===== config.mk =====
export PLATFORM = sky130hd
export DESIGN_NAME = j4_uart
export DESIGN_NICKNAME = d
export VERILOG_FILES = /design/src/rtl/j4_uart.sv
export SDC_FILE = /design/constraint.sdc
export NUM_CORES = 1
export LEC_CHECK = 0
export CAP_MARGIN = 20
export CORE_ASPECT_RATIO = 1.1
export CORE_MARGIN = 2
export CORE_UTILIZATION = 53
export DETAILED_ROUTE_END_ITERATION = 6
export PLACE_DENSITY = 0.79
export SLEW_MARGIN = 20
export SYNTH_ARGS = -nofsm -noshare
export SYNTH_HDL_FRONTEND = slang
export SYNTH_SLANG_ARGS = --single-unit

===== constraint.sdc =====
create_clock -name clk -period 2.6 [get_ports clk]
set_input_delay 0.52 -clock clk [delete_from_list [all_inputs] [get_ports clk]]
set_output_delay 0.52 -clock clk [all_outputs]
set_load 0.05 [all_outputs]

===== src/rtl/j4_uart.sv =====
// Memory-mapped 8N1 UART responding on the j4 core IO port: TX holding register and serializer,
// RX deserializer with status flags (valid, overrun, framing error).
`timescale 1ns/1ps
module j4_uart #(
  parameter int               WIDTH        = 16,
  parameter logic [WIDTH-1:0] BASE         = 16'h7000,
  parameter int               CLKS_PER_BIT = 434
) (
  input  logic             clk,
  input  logic             rst_n,
  input  logic             io_we,
  input  logic             io_re,
  input  logic [WIDTH-1:0] io_ptr,
  input  logic [WIDTH-1:0] io_in,
  output logic [WIDTH-1:0] io_out,
  input  logic             uart_rx,
  output logic             uart_tx
);

  localparam int               CW        = $clog2(CLKS_PER_BIT);
  localparam logic [CW-1:0]    BIT_LAST  = CW'(CLKS_PER_BIT - 1);
  localparam logic [CW-1:0]    HALF_LAST = CW'(CLKS_PER_BIT / 2 - 1);
  localparam logic [WIDTH-1:0] ADDR_STAT = BASE + WIDTH'(1);

  typedef enum logic [1:0] {IDLE, START, DATA, STOP} state_t;

  state_t        tx_state, tx_state_n;
  logic [CW-1:0] tx_cnt, tx_cnt_n;
  logic [2:0]    tx_idx, tx_idx_n;
  logic [7:0]    tx_shift, tx_shift_n;
  logic          tx_line_n, tx_busy, tx_start, tx_last;

  state_t        rx_state, rx_state_n;
  logic [CW-1:0] rx_cnt, rx_cnt_n;
  logic [2:0]    rx_idx, rx_idx_n;
  logic [7:0]    rx_shift, rx_shift_n;
  logic          rx_s1, rx_s2, rx_prev, rx_done, rx_last;

  logic [7:0]    rx_byte;
  logic          rx_valid, rx_overrun, frame_err;
  logic          wr_data, wr_ctrl, rd_data, rx_load, ovr_set, fe_set;

  // Upper write-data bits carry nothing for this peripheral.
  logic unused_io_in;
  assign unused_io_in = ^io_in[WIDTH-1:8];

  assign wr_data = io_we && (io_ptr == BASE);
  assign wr_ctrl = io_we && (io_ptr == ADDR_STAT);
  assign rd_data = io_re && (io_ptr == BASE);

  always_comb begin
    io_out = '0;
    if (io_re) begin
      if (io_ptr == BASE)           io_out[7:0] = rx_byte;
      else if (io_ptr == ADDR_STAT) io_out[3:0] = {frame_err, rx_overrun, rx_valid, tx_busy};
    end
  end

  assign tx_busy  = (tx_state != IDLE);
  assign tx_last  = (tx_cnt == BIT_LAST);
  // Accepting in the last stop-bit cycle gives back-to-back frames without an idle gap.
  assign tx_start = wr_data && ((tx_state == IDLE) || ((tx_state == STOP) && tx_last));

  always_ff @(posedge clk or negedge rst_n) begin
    if (!rst_n) begin
      tx_state <= IDLE;
      tx_cnt   <= '0;
      tx_idx   <= '0;
      tx_shift <= '0;
      uart_tx  <= 1'b1;
    end else begin
      tx_state <= tx_state_n;
      tx_cnt   <= tx_cnt_n;
      tx_idx   <= tx_idx_n;
      tx_shift <= tx_shift_n;
      uart_tx  <= tx_line_n;
    end
  end

  always_comb begin
    tx_state_n = tx_state;
    tx_cnt_n   = tx_cnt + 1'b1;
    tx_idx_n   = tx_idx;
    tx_shift_n = tx_shift;
    tx_line_n  = uart_tx;
    case (tx_state)
      IDLE: begin
        tx_cnt_n  = '0;
        tx_line_n = 1'b1;
      end
      START: if (tx_last) begin
        tx_state_n = DATA;
        tx_cnt_n   = '0;
        tx_idx_n   = '0;
        tx_line_n  = tx_shift[0];
      end
      DATA: if (tx_last) begin
        tx_cnt_n = '0;
        if (tx_idx == 3'd7) begin
          tx_state_n = STOP;
          tx_line_n  = 1'b1;
        end else begin
          tx_idx_n   = tx_idx + 3'd1;
          tx_shift_n = {1'b0, tx_shift[7:1]};
          tx_line_n  = tx_shift[1];
        end
      end
      STOP: if (tx_last) begin
        tx_state_n = IDLE;
        tx_cnt_n   = '0;
      end
      default: tx_state_n = IDLE;
    endcase
    if (tx_start) begin
      tx_state_n = START;
      tx_cnt_n   = '0;
      tx_shift_n = io_in[7:0];
      tx_line_n  = 1'b0;
    end
  end

  always_ff @(posedge clk or negedge rst_n) begin
    if (!rst_n) begin
      rx_s1    <= 1'b1;
      rx_s2    <= 1'b1;
      rx_prev  <= 1'b1;
      rx_state <= IDLE;
      rx_cnt   <= '0;
      rx_idx   <= '0;
      rx_shift <= '0;
    end else begin
      rx_s1    <= uart_rx;
      rx_s2    <= rx_s1;
      rx_prev  <= rx_s2;
      rx_state <= rx_state_n;
      rx_cnt   <= rx_cnt_n;
      rx_idx   <= rx_idx_n;
      rx_shift <= rx_shift_n;
    end
  end

  assign rx_last = (rx_cnt == BIT_LAST);

  always_comb begin
    rx_state_n = rx_state;
    rx_cnt_n   = rx_cnt + 1'b1;
    rx_idx_n   = rx_idx;
    rx_shift_n = rx_shift;
    rx_done    = 1'b0;
    case (rx_state)
      IDLE: begin
        rx_cnt_n = '0;
        if (rx_prev && !rx_s2) rx_state_n = START;
      end
      // Half-bit wait re-checks the start bit so short glitches are rejected.
      START: if (rx_cnt == HALF_LAST) begin
        rx_cnt_n   = '0;
        rx_idx_n   = '0;
        rx_state_n = rx_s2 ? IDLE : DATA;
      end
      DATA: if (rx_last) begin
        rx_cnt_n   = '0;
        rx_shift_n = {rx_s2, rx_shift[7:1]};
        if (rx_idx == 3'd7) rx_state_n = STOP;
        else                rx_idx_n   = rx_idx + 3'd1;
      end
      STOP: if (rx_last) begin
        rx_cnt_n   = '0;
        rx_done    = 1'b1;
        rx_state_n = IDLE;
      end
      default: rx_state_n = IDLE;
    endcase
  end

  // A data read at the completion edge frees the buffer, so the new byte loads without overrun.
  assign rx_load = rx_done && rx_s2 && (!rx_valid || rd_data);
  assign ovr_set = rx_done && rx_s2 && rx_valid && !rd_data;
  assign fe_set  = rx_done && !rx_s2;

  always_ff @(posedge clk or negedge rst_n) begin
    if (!rst_n) begin
      rx_byte    <= '0;
      rx_valid   <= 1'b0;
      rx_overrun <= 1'b0;
      frame_err  <= 1'b0;
    end else begin
      if (rx_load) rx_byte <= rx_shift;
      if (rx_load)      rx_valid <= 1'b1;
      else if (rd_data) rx_valid <= 1'b0;
      if (ovr_set)                     rx_overrun <= 1'b1;
      else if (wr_ctrl && io_in[2])    rx_overrun <= 1'b0;
      if (fe_set)                      frame_err  <= 1'b1;
      else if (wr_ctrl && io_in[3])    frame_err  <= 1'b0;
    end
  end

endmodule


After elaboration in Yosys (flattened, before gate mapping)
Cells that the tools add are included.

Register bits: 59. Input bits: 37. Output and inout bits: 17. Word-level logic and storage cells: 134.

Add/subtract/negate cells: 4. Equality and inequality tests: 27. Mux-type cells: 48. Reductions and logical operators: 39.

Operators by type and width (count): $mux 8 (5); $mux 9 (4); $eq 16x15->1 const B (2); $pmux 9 s3 (1); $mux 2 (11); $ne 2x2->1 const B (10); $add 9x1->9 const B (2); $eq 9x9->1 const B (2); $mux 3 (6); $pmux 9 s2 (1); $reduce_bool 2->1 (8); $logic_and 1x1->1 (13); $mux 1 (12); $mux 4 (3); $ne 3x3->1 const B (4); $pmux 3 s2 (2); $reduce_and 5->1 (2); $eq 9x8->1 const B (1); $eq 2x2->1 const B (4); $pmux 2 s4 (1); $reduce_and 4->1 (2); $reduce_bool 4->1 (2); $add 3x1->3 const B (2); $eq 3x3->1 const B (2); other kinds (10) (16).

Logic depth before layout (Yosys ltp)
Gate-level depths: netlist (run 1).

Word-level depth: 7. Mapped depth: 8. Depth with buffers taken out: 6.

Least setup slack after synthesis (run 1)
No wires, ideal clock.

Path kind: input to output. Start: in io_ptr[11]. End: out io_out[1]. Arrival time: 1.719 ns. Required time: 2.080 ns. Setup slack: 0.361 ns. Stages on the path: 4. Buffers on the path: 0. Cells stage by stage: nor4bb_1 nand4_1 nor2_1 a22o_1.

Cells in the longest elaborated chain, start to end: 4. Elaborated cells between the ends (all ways): 5. Classes of those cells: eq/ne (2); mux (3).

Ends and longest elaborated chain: from (decl) (RTL line 13) `input logic [WIDTH-1:0] io_ptr,`; $eq 16x15->1 (RTL line 55) `else if (io_ptr == ADDR_STAT) io_out[3:0] = {frame_err, rx_overrun, rx_valid, tx_busy};`; $mux 4 (RTL line 55); $mux 4 * (RTL line 54) `if (io_ptr == BASE) io_out[7:0] = rx_byte;`; $mux 8 * (RTL line 53) `if (io_re) begin`; to (decl) (RTL line 15) `output logic [WIDTH-1:0] io_out,`.

Mark *: on every way between the ends. The rest lies on a longest branch, timed or not.

Worst setup path in the final report (run 1)
Start: in io_ptr[14]. End: out io_out[2].

The elaborated chain is that of the path after synthesis.

==> results of run 1 <==
[worst max-delay path, delay by kind of cell]
| family | cells | cell delay [ns] |
|---|---|---|
| AND/OR/NAND/NOR | 3 | 0.49 |
| buffers and inverters | 3 | 0.81 |
| AO/OA/AOI/OAI | 1 | 0.19 |
[stage by stage]
stage | power (mW) | utilization | hold slack, ns | instance area, µm² | worst slack [ns]
after floorplan | 1.55 | - | 0.224 | 3210 | 0.361
after global placement | 1.71 | 0.650 | 0.346 | 3750 | -0.0221
after detailed placement | 1.75 | 0.650 | 0.349 | 3750 | -0.0656
after CTS | 2.63 | 0.691 | 0.343 | 3990 | 0.00395
after global routing | 2.77 | 0.703 | 0.363 | 4060 | -0.0307
final | 2.62 | 0.703 | 0.314 | 4060 | 0.0642
[sequential cells by signal, indices dropped and copies added (netlist names), named ones only]
name,count
rx_cnt,9
tx_cnt,9
rx_byte,8
rx_shift,8
tx_shift,8
rx_idx,3
tx_idx,3
tx_state,2
frame_err,1
rx_overrun,1
rx_prev,1
rx_s1,1
rx_s2,1
rx_state,1
rx_valid,1
uart_tx,1
[worst max-delay path by stage]
| stage | startpoint | to | slack, ns | cells after the start |
|---|---|---|---|---|
| floorplan | io_ptr[11] | io_out[1] | 0.36 | 4 |
| global placement | io_ptr[6] | tx_shift[6] | -0.02 | 6 |
| detailed placement | io_ptr[6] | tx_shift[1] | -0.07 | 6 |
| CTS | io_ptr[9] | io_out[2] | 0.004 | 8 |
| global route | io_ptr[9] | io_out[2] | -0.03 | 7 |
| finish | io_ptr[14] | io_out[2] | 0.06 | 7 |
[synth_stat cells (2+ instances only)]
master / instances / share of area
and4b_1: 4 / 0.013
ha_1: 13 / 0.051
dfstp_2: 4 / 0.033
mux2_4: 6 / 0.028
mux2_2: 23 / 0.081
and3_1: 2 / 0.0039
xnor2_1: 8 / 0.022
a22o_1: 6 / 0.017
dfrtp_1: 55 / 0.43
buf_4: 10 / 0.024
a31oi_1: 3 / 0.0059
and2_1: 6 / 0.012
clkbuf_1: 5 / 0.0059
nor4_2: 2 / 0.0079
nand2_1: 17 / 0.020
or3_1: 2 / 0.0039
nor4_1: 2 / 0.0039
inv_1: 14 / 0.017
a21oi_1: 3 / 0.0047
nand3_1: 12 / 0.019
nand4_2: 2 / 0.0079
nor4bb_1: 4 / 0.013
o21ai_0: 14 / 0.022
nor3_1: 5 / 0.0079
nor2_1: 28 / 0.033
nand4_1: 5 / 0.0098
or2_2: 2 / 0.0039
nand4b_1: 4 / 0.011
xor2_1: 6 / 0.017
[layout make-up]
type                    count  area, µm²
clock buffers              12        165
inverters                  14       52.6
flip-flops and latches     59       1480
clock inverters             4       47.5
repair buffers             53        596
multi-input cells         208       1620
fillers                   393       1710
well taps                  77       96.3
[power by group through the flow]
stage | Sequential, mW | Combinational, mW | Clock (mW)
after global placement | 1.14 | 0.575 | 0
after floorplan | 1.13 | 0.419 | 0
after detailed placement | 1.15 | 0.604 | 0
after global routing | 1.15 | 0.687 | 0.935
after CTS | 1.13 | 0.611 | 0.891
final | 1.13 | 0.612 | 0.877
[routing by layer]
metal | vias to the layer above | routed length, µm | share of wire
li1 | 1126 | - | -
met5 | - | 0 | 0
met4 | 0 | 122 | 0.018
met2 | 68 | 3450 | 0.51
met1 | 1142 | 2840 | 0.42
met3 | 13 | 365 | 0.054
[kinds of logic (layout without fill, tap and decap cells)]
logic type	count (synthesis)	count (layout)	share of synthesized area
and+or+nand+nor	106	106	0.198
adders and majority gates	13	13	0.0512
DFF	59	59	0.466
buffers and inverters	31	83	0.0508
muxes	31	31	0.116
xor gates and xnor gates	14	14	0.0386
AOI/OAI and AO/OA	36	36	0.0779
other	1	8	0.00118
[cells in the final DEF (no fill, tap or decap), drive strengths merged, types with 7 or more instances in the layout]
master and instances:
nand3 12, buf 25, dlymetal6s2s 12, o21ai 15, nand4 7, clkbuf 12
xnor2 8, clkdlybuf4s50 16, nand2 17, mux2 30, ha 13, conb 8
dfrtp 55, inv 14, nor2 29
[timing repair]
action / in CTS / in global routing
pin swaps: 1 / 8
resized for setup: 4 / 16
buffers inserted: 0 / 1
endpoints found under the setup margin: 5 / 8
==> reports/results.tsv, run 1 <==
stage	metric	value	unit
setup_path	path_cells	clkdlybuf4s50_1 -> nor4b_2 -> nand4_1 -> nor2_1 -> buf_4 -> a22o_1 -> buf_12	
timing	finalSetupViolCount	0	
floorplan	fp.dieArea	0.00663	mm²
power	power.switching	0.830	mW
final_layout	finalNetCount	395	
cts	cts_tree	built	
floorplan	rows	29	
setup_path	crit_required	2.08	ns
run	cap_violations	0	
timing	max_freq	0.394	GHz
power	leakagePower	2.02	nW
power	p_clk_frac	0.335	
placed_design	dp.cells	410	
power	netSwitchingFraction	0.317	
placed_design	dp_hpwl	4.49	mm
cts	cts.clk_slew.worst_paths	0.06	ns
cts	clockRootBuffer	clkbuf_8	
synthesis	ys_ff_latch	59	
setup_path	end_kind	output pin	
setup_path	reg2reg_from	tx_cnt[1]	
synthesis	yosysUniqueCellTypes	53	
synthesis	synth_cells	291	
global_route	grt.busiest_layer	met2	
detailed_routing	vias	2349	
final_layout	drive_gt1_frac	0.260	
placed_design	place_congestion	0.776	
floorplan	io-pin-count	54	
timing	period_share	0.975	
setup_path	cp_slowest_cell	clkdlybuf4s50_1	
detailed_routing	firstDrtPassIters	7	
timing	tns	0	ns
cts	clkSinkCount	59	
synthesis	ys_seq_area_frac	0.466	
global_route	grt_max_degree	60	
timing	fin_skew	0.00653	ns
power	powerDensity	646	mW/mm²
synthesis	synthFlopType	dfrtp_1	
synthesis	syn_avg_cell_area	10.9	µm²
floorplan	die_w	77.8	µm
cts	postCtsHoldBufs	0	
final_layout	area_delta_synth_final	27.5	%
power	intPower	1.79	mW
cts	clock_path_buffers	2	
setup_path	worstPathArrival	2.02	ns
floorplan	start_util	0.551	
min_path	hp-class	input port to async pin	
final_layout	n_antenna_cell	0	
setup_path	r2r-end	tx_shift[1]	
synthesis	synth_warnings	0	
setup_path	cp_max_fo	8	
cts	cts_made_buffers	9	
run_status	status	complete, no violations	
timing	final_max_slew_viol_count	0	
detailed_routing	via_per_inst	5.50	
timing	slew_headroom	0.511	
power	power_frac_comb	0.234	
final_layout	stdcell_count	427	
setup_path	r2r_slack	0.49	ns
setup_path	r2r_cells	6	
timing	hold_viol_final	0	
detailed_routing	drtIter0Drc	143	
placed_design	io_buffers	37	
setup_path	cp-start-kind	input port	
global_route	grt-ovfl-total	0	
cts	worstSkewPairLatency	0.34	ns
detailed_routing	antenna_left	0	
global_route	grt.met2_usage	0.353	
detailed_routing	drc	0	
global_route	grt_pass1_wl	10.8	mm
setup_path	path_class	input port to output pin	
global_route	antenna_found_initial	0	
global_route	use_met3	0.0543	
detailed_routing	wl	6.79	mm
synthesis	async_reset_ff_frac	1.00	
timing	post-route-min-period	2.54	ns
global_route	grt.total_usage	0.211	
detailed_routing	routedWlPerCell	15.9	µm
power	peakVddDrop	0.000464	V
floorplan	die_h	85.2	µm
synthesis	synth_edf_count	0	
setup_path	slowest_delay	0.50	ns
timing	worstMarginPinSlew	0.734	ns
floorplan	core	0.00577	mm²
synthesis	syn_area	0.00318	mm²
power	p_seq_frac	0.432	
cts	htreeDepth	3	
global_route	use_met1	0.260	
global_route	grt_pass1_vias	2326	
Power figures use the tool's default switching activity.
==> run 2: changes to the inputs <==
GPL_ROUTABILITY_DRIVEN = 0   (was unset)
SLEW_MARGIN = unset   (was 20)
==> results of run 2 <==
Final layout, timing and power as in run 1 (identical DEF).
==> run 3: changes to the inputs <==
SLEW_MARGIN = 20   (was unset)
clock period = 2.45 ns   (was 2.6 ns; I/O delays follow)
==> reports/results.tsv, run 3 (synthesized netlist as in run 1, its figures left out) <==
stage	metric	value	unit	change
setup_path	path_class	input port to output pin		
timing	period_share	0.966		
detailed_routing	routedWlPerCell	14.8	µm	-7.0%
floorplan	die_h	85.2	µm	unchanged
detailed_routing	drc	0		unchanged
cts	htreeDepth	3		unchanged
floorplan	core	0.00577	mm²	unchanged
setup_path	crit_required	1.96	ns	-0.12 ns
run_status	status	complete, no violations		
placed_design	dp.cells	411		+0.24%
placed_design	dp_hpwl	4.47	mm	-0.41%
min_path	hp-class	input port to async pin		
floorplan	start_util	0.551		unchanged
final_layout	largestRegisters	rx_cnt x9, tx_cnt x9		
timing	post-route-min-period	2.37	ns	
timing	finalSetupViolCount	0		unchanged
final_layout	final_cell_mix	55 x dfrtp_1, 27 x nor2_1, 23 x mux2_2		
setup_path	r2r-end	tx_shift[3]		
run	cap_violations	0		unchanged
cts	clockRootBuffer	clkbuf_8		
setup_path	cp_max_fo	3		-5
timing	worstMarginPinSlew	0.528	ns	-0.206 ns
final_layout	multi_input_area	0.00163	mm²	+0.85%
cts	cts_made_buffers	9		unchanged
global_route	grt_max_degree	38		-37%
final_layout	n_antenna_cell	0		unchanged
cts	clkSinkCount	59		unchanged
global_route	grt.total_usage	0.215		+0.00362
cts	clock_path_buffers	2		unchanged
final_layout	area_delta_synth_final	27.8	%	
timing	slew_headroom	0.643		+0.133
setup_path	slowest_delay	0.33	ns	-0.17 ns
detailed_routing	via_per_inst	5.47		-0.61%
detailed_routing	antenna_left	0		unchanged
cts	worstSkewPairLatency	0.34	ns	about the same
setup_path	path_cells	dlygate4sd2_1 -> nor4bb_4 -> nand4_1 -> nor2_2 -> a22o_1 -> buf_12		
placed_design	pre_cts_ws	-0.143	ns	-0.0778 ns
setup_path	reg2reg_from	tx_idx[0]		
setup_path	cp-start-kind	input port		
floorplan	die_w	77.8	µm	unchanged
setup_path	worstPathArrival	1.88	ns	-0.14 ns
power	design_power_total	2.67	mW	+2.0%
detailed_routing	wl	6.35	mm	-6.4%
power	leakagePower	1.98	nW	-2.2%
floorplan	io-pin-count	54		unchanged
final_layout	seq_area	0.00148	mm²	unchanged
cts	cts_tree	built		
setup_path	r2r_cells	5		-1
global_route	antenna_found_initial	0		unchanged
global_route	grt_pass1_vias	2381		+2.4%
final_layout	stdcell_count	430		+0.70%
final_layout	layout_commonest_cell	dfrtp_1		
setup_path	end_kind	output pin		
timing	hold_viol_final	0		unchanged
detailed_routing	firstDrtPassIters	4		-3
setup_path	startpoint	io_ptr[2]		
detailed_routing	drtIter0Drc	103		-28%
floorplan	rows	29		unchanged
timing	max_freq	0.423	GHz	
setup_path	cp-endpoint	io_out[1]		
global_route	grt_pass1_wl	11.0	mm	+2.0%
detailed_routing	vias	2351		+0.085%
floorplan	fp.dieArea	0.00663	mm²	unchanged
setup_path	r2r_slack	0.37	ns	-0.12 ns
timing	final_max_slew_viol_count	0		unchanged
timing	holdWs	0.123	ns	-0.191 ns
global_route	grt-ovfl-total	0		unchanged
cts	cts.clk_slew.worst_paths	0.06	ns	about the same
power	powerDensity	658	mW/mm²	+1.8%
power	peakVddDrop	0.000509	V	+9.6%
setup_path	cp_slowest_cell	nor4bb_4		
placed_design	io_buffers	37		unchanged
final_layout	fill_cells	411		+4.6%
timing	layout_setup_ws	0.0835	ns	+0.0193 ns
final_layout	finalNetCount	398		+0.76%
final_layout	drive_gt1_frac	0.263		+0.00346
timing	fin_skew	0.00469	ns	-0.00184 ns
==> run 3: cell count changes in the layout (fill, tap and decap cells not counted), sizes merged <==
cell	delta
dlygate4sd2	+10
dlymetal6s2s	-8
clkdlybuf4s50	-4
buf	+3
clkbuf	+3
clkdlybuf4s15	+2
bufinv	-1
clkinv	-1
clkinvlp	-1
==> run 3: worst min path at each step <==
stage | end | slack, ns | cells past startpoint
global placement | rx_s2 | 0.35 | 0
detailed placement | rx_s2 | 0.35 | 0
floorplan | async pin | 0.19 | 0
CTS | tx_cnt[0] | 0.14 | 1
global route | tx_cnt[2] | 0.16 | 1
finish | rx_cnt[0] | 0.12 | 1
==> run 3: timing repair <==
action | in CTS | in global routing
buffers inserted | 2 | 1
resized for setup | 19 | 9
pin swaps | 8 | 7
hold buffers | 0 | 0
setup endpoints to repair | 8 | 8
==> run 3: cell type report <==
type | count | area share
clock buffer | 15 | 0.0459
clock inverter | 1 | 0.00123
inverter | 14 | 0.0129
multi-input combinational | 208 | 0.401
sequential | 59 | 0.365
tap | 77 | 0.0237
timing repair buffer | 56 | 0.150
==> run 3: power by group <==
part           switching [mW]  total (mW)  internal [mW]
Clock                   0.351       0.827          0.477
Combinational           0.375       0.648          0.272
Sequential              0.120        1.20           1.08
==> run 3: layer usage <==
metal | track usage | share of wire | up-vias
met2 | 0.347 | 0.48 | 57
li1 | - | - | 1134
met4 | 0.0795 | 0.015 | 0
met5 | 0 | 0 | -
met1 | 0.273 | 0.45 | 1150
met3 | 0.0660 | 0.053 | 10
==> run 3: critical path: cells and delay by family <==
family / cells / cell delay [ns]
and+or+nand+nor: 3 / 0.76
buffers and inverters: 2 / 0.42
AOI/OAI and AO/OA: 1 / 0.21
==> run 3: per-stage QoR <==
step / util / instance area [µm²] / TNS [ns]
after CTS: 0.697 / 4020 / 0
final: 0.704 / 4060 / 0
after detailed placement: 0.656 / 3780 / -2.48
after global placement: 0.656 / 3780 / -2.16
after global routing: 0.704 / 4060 / -0.0953
after floorplan: - / 3210 / 0
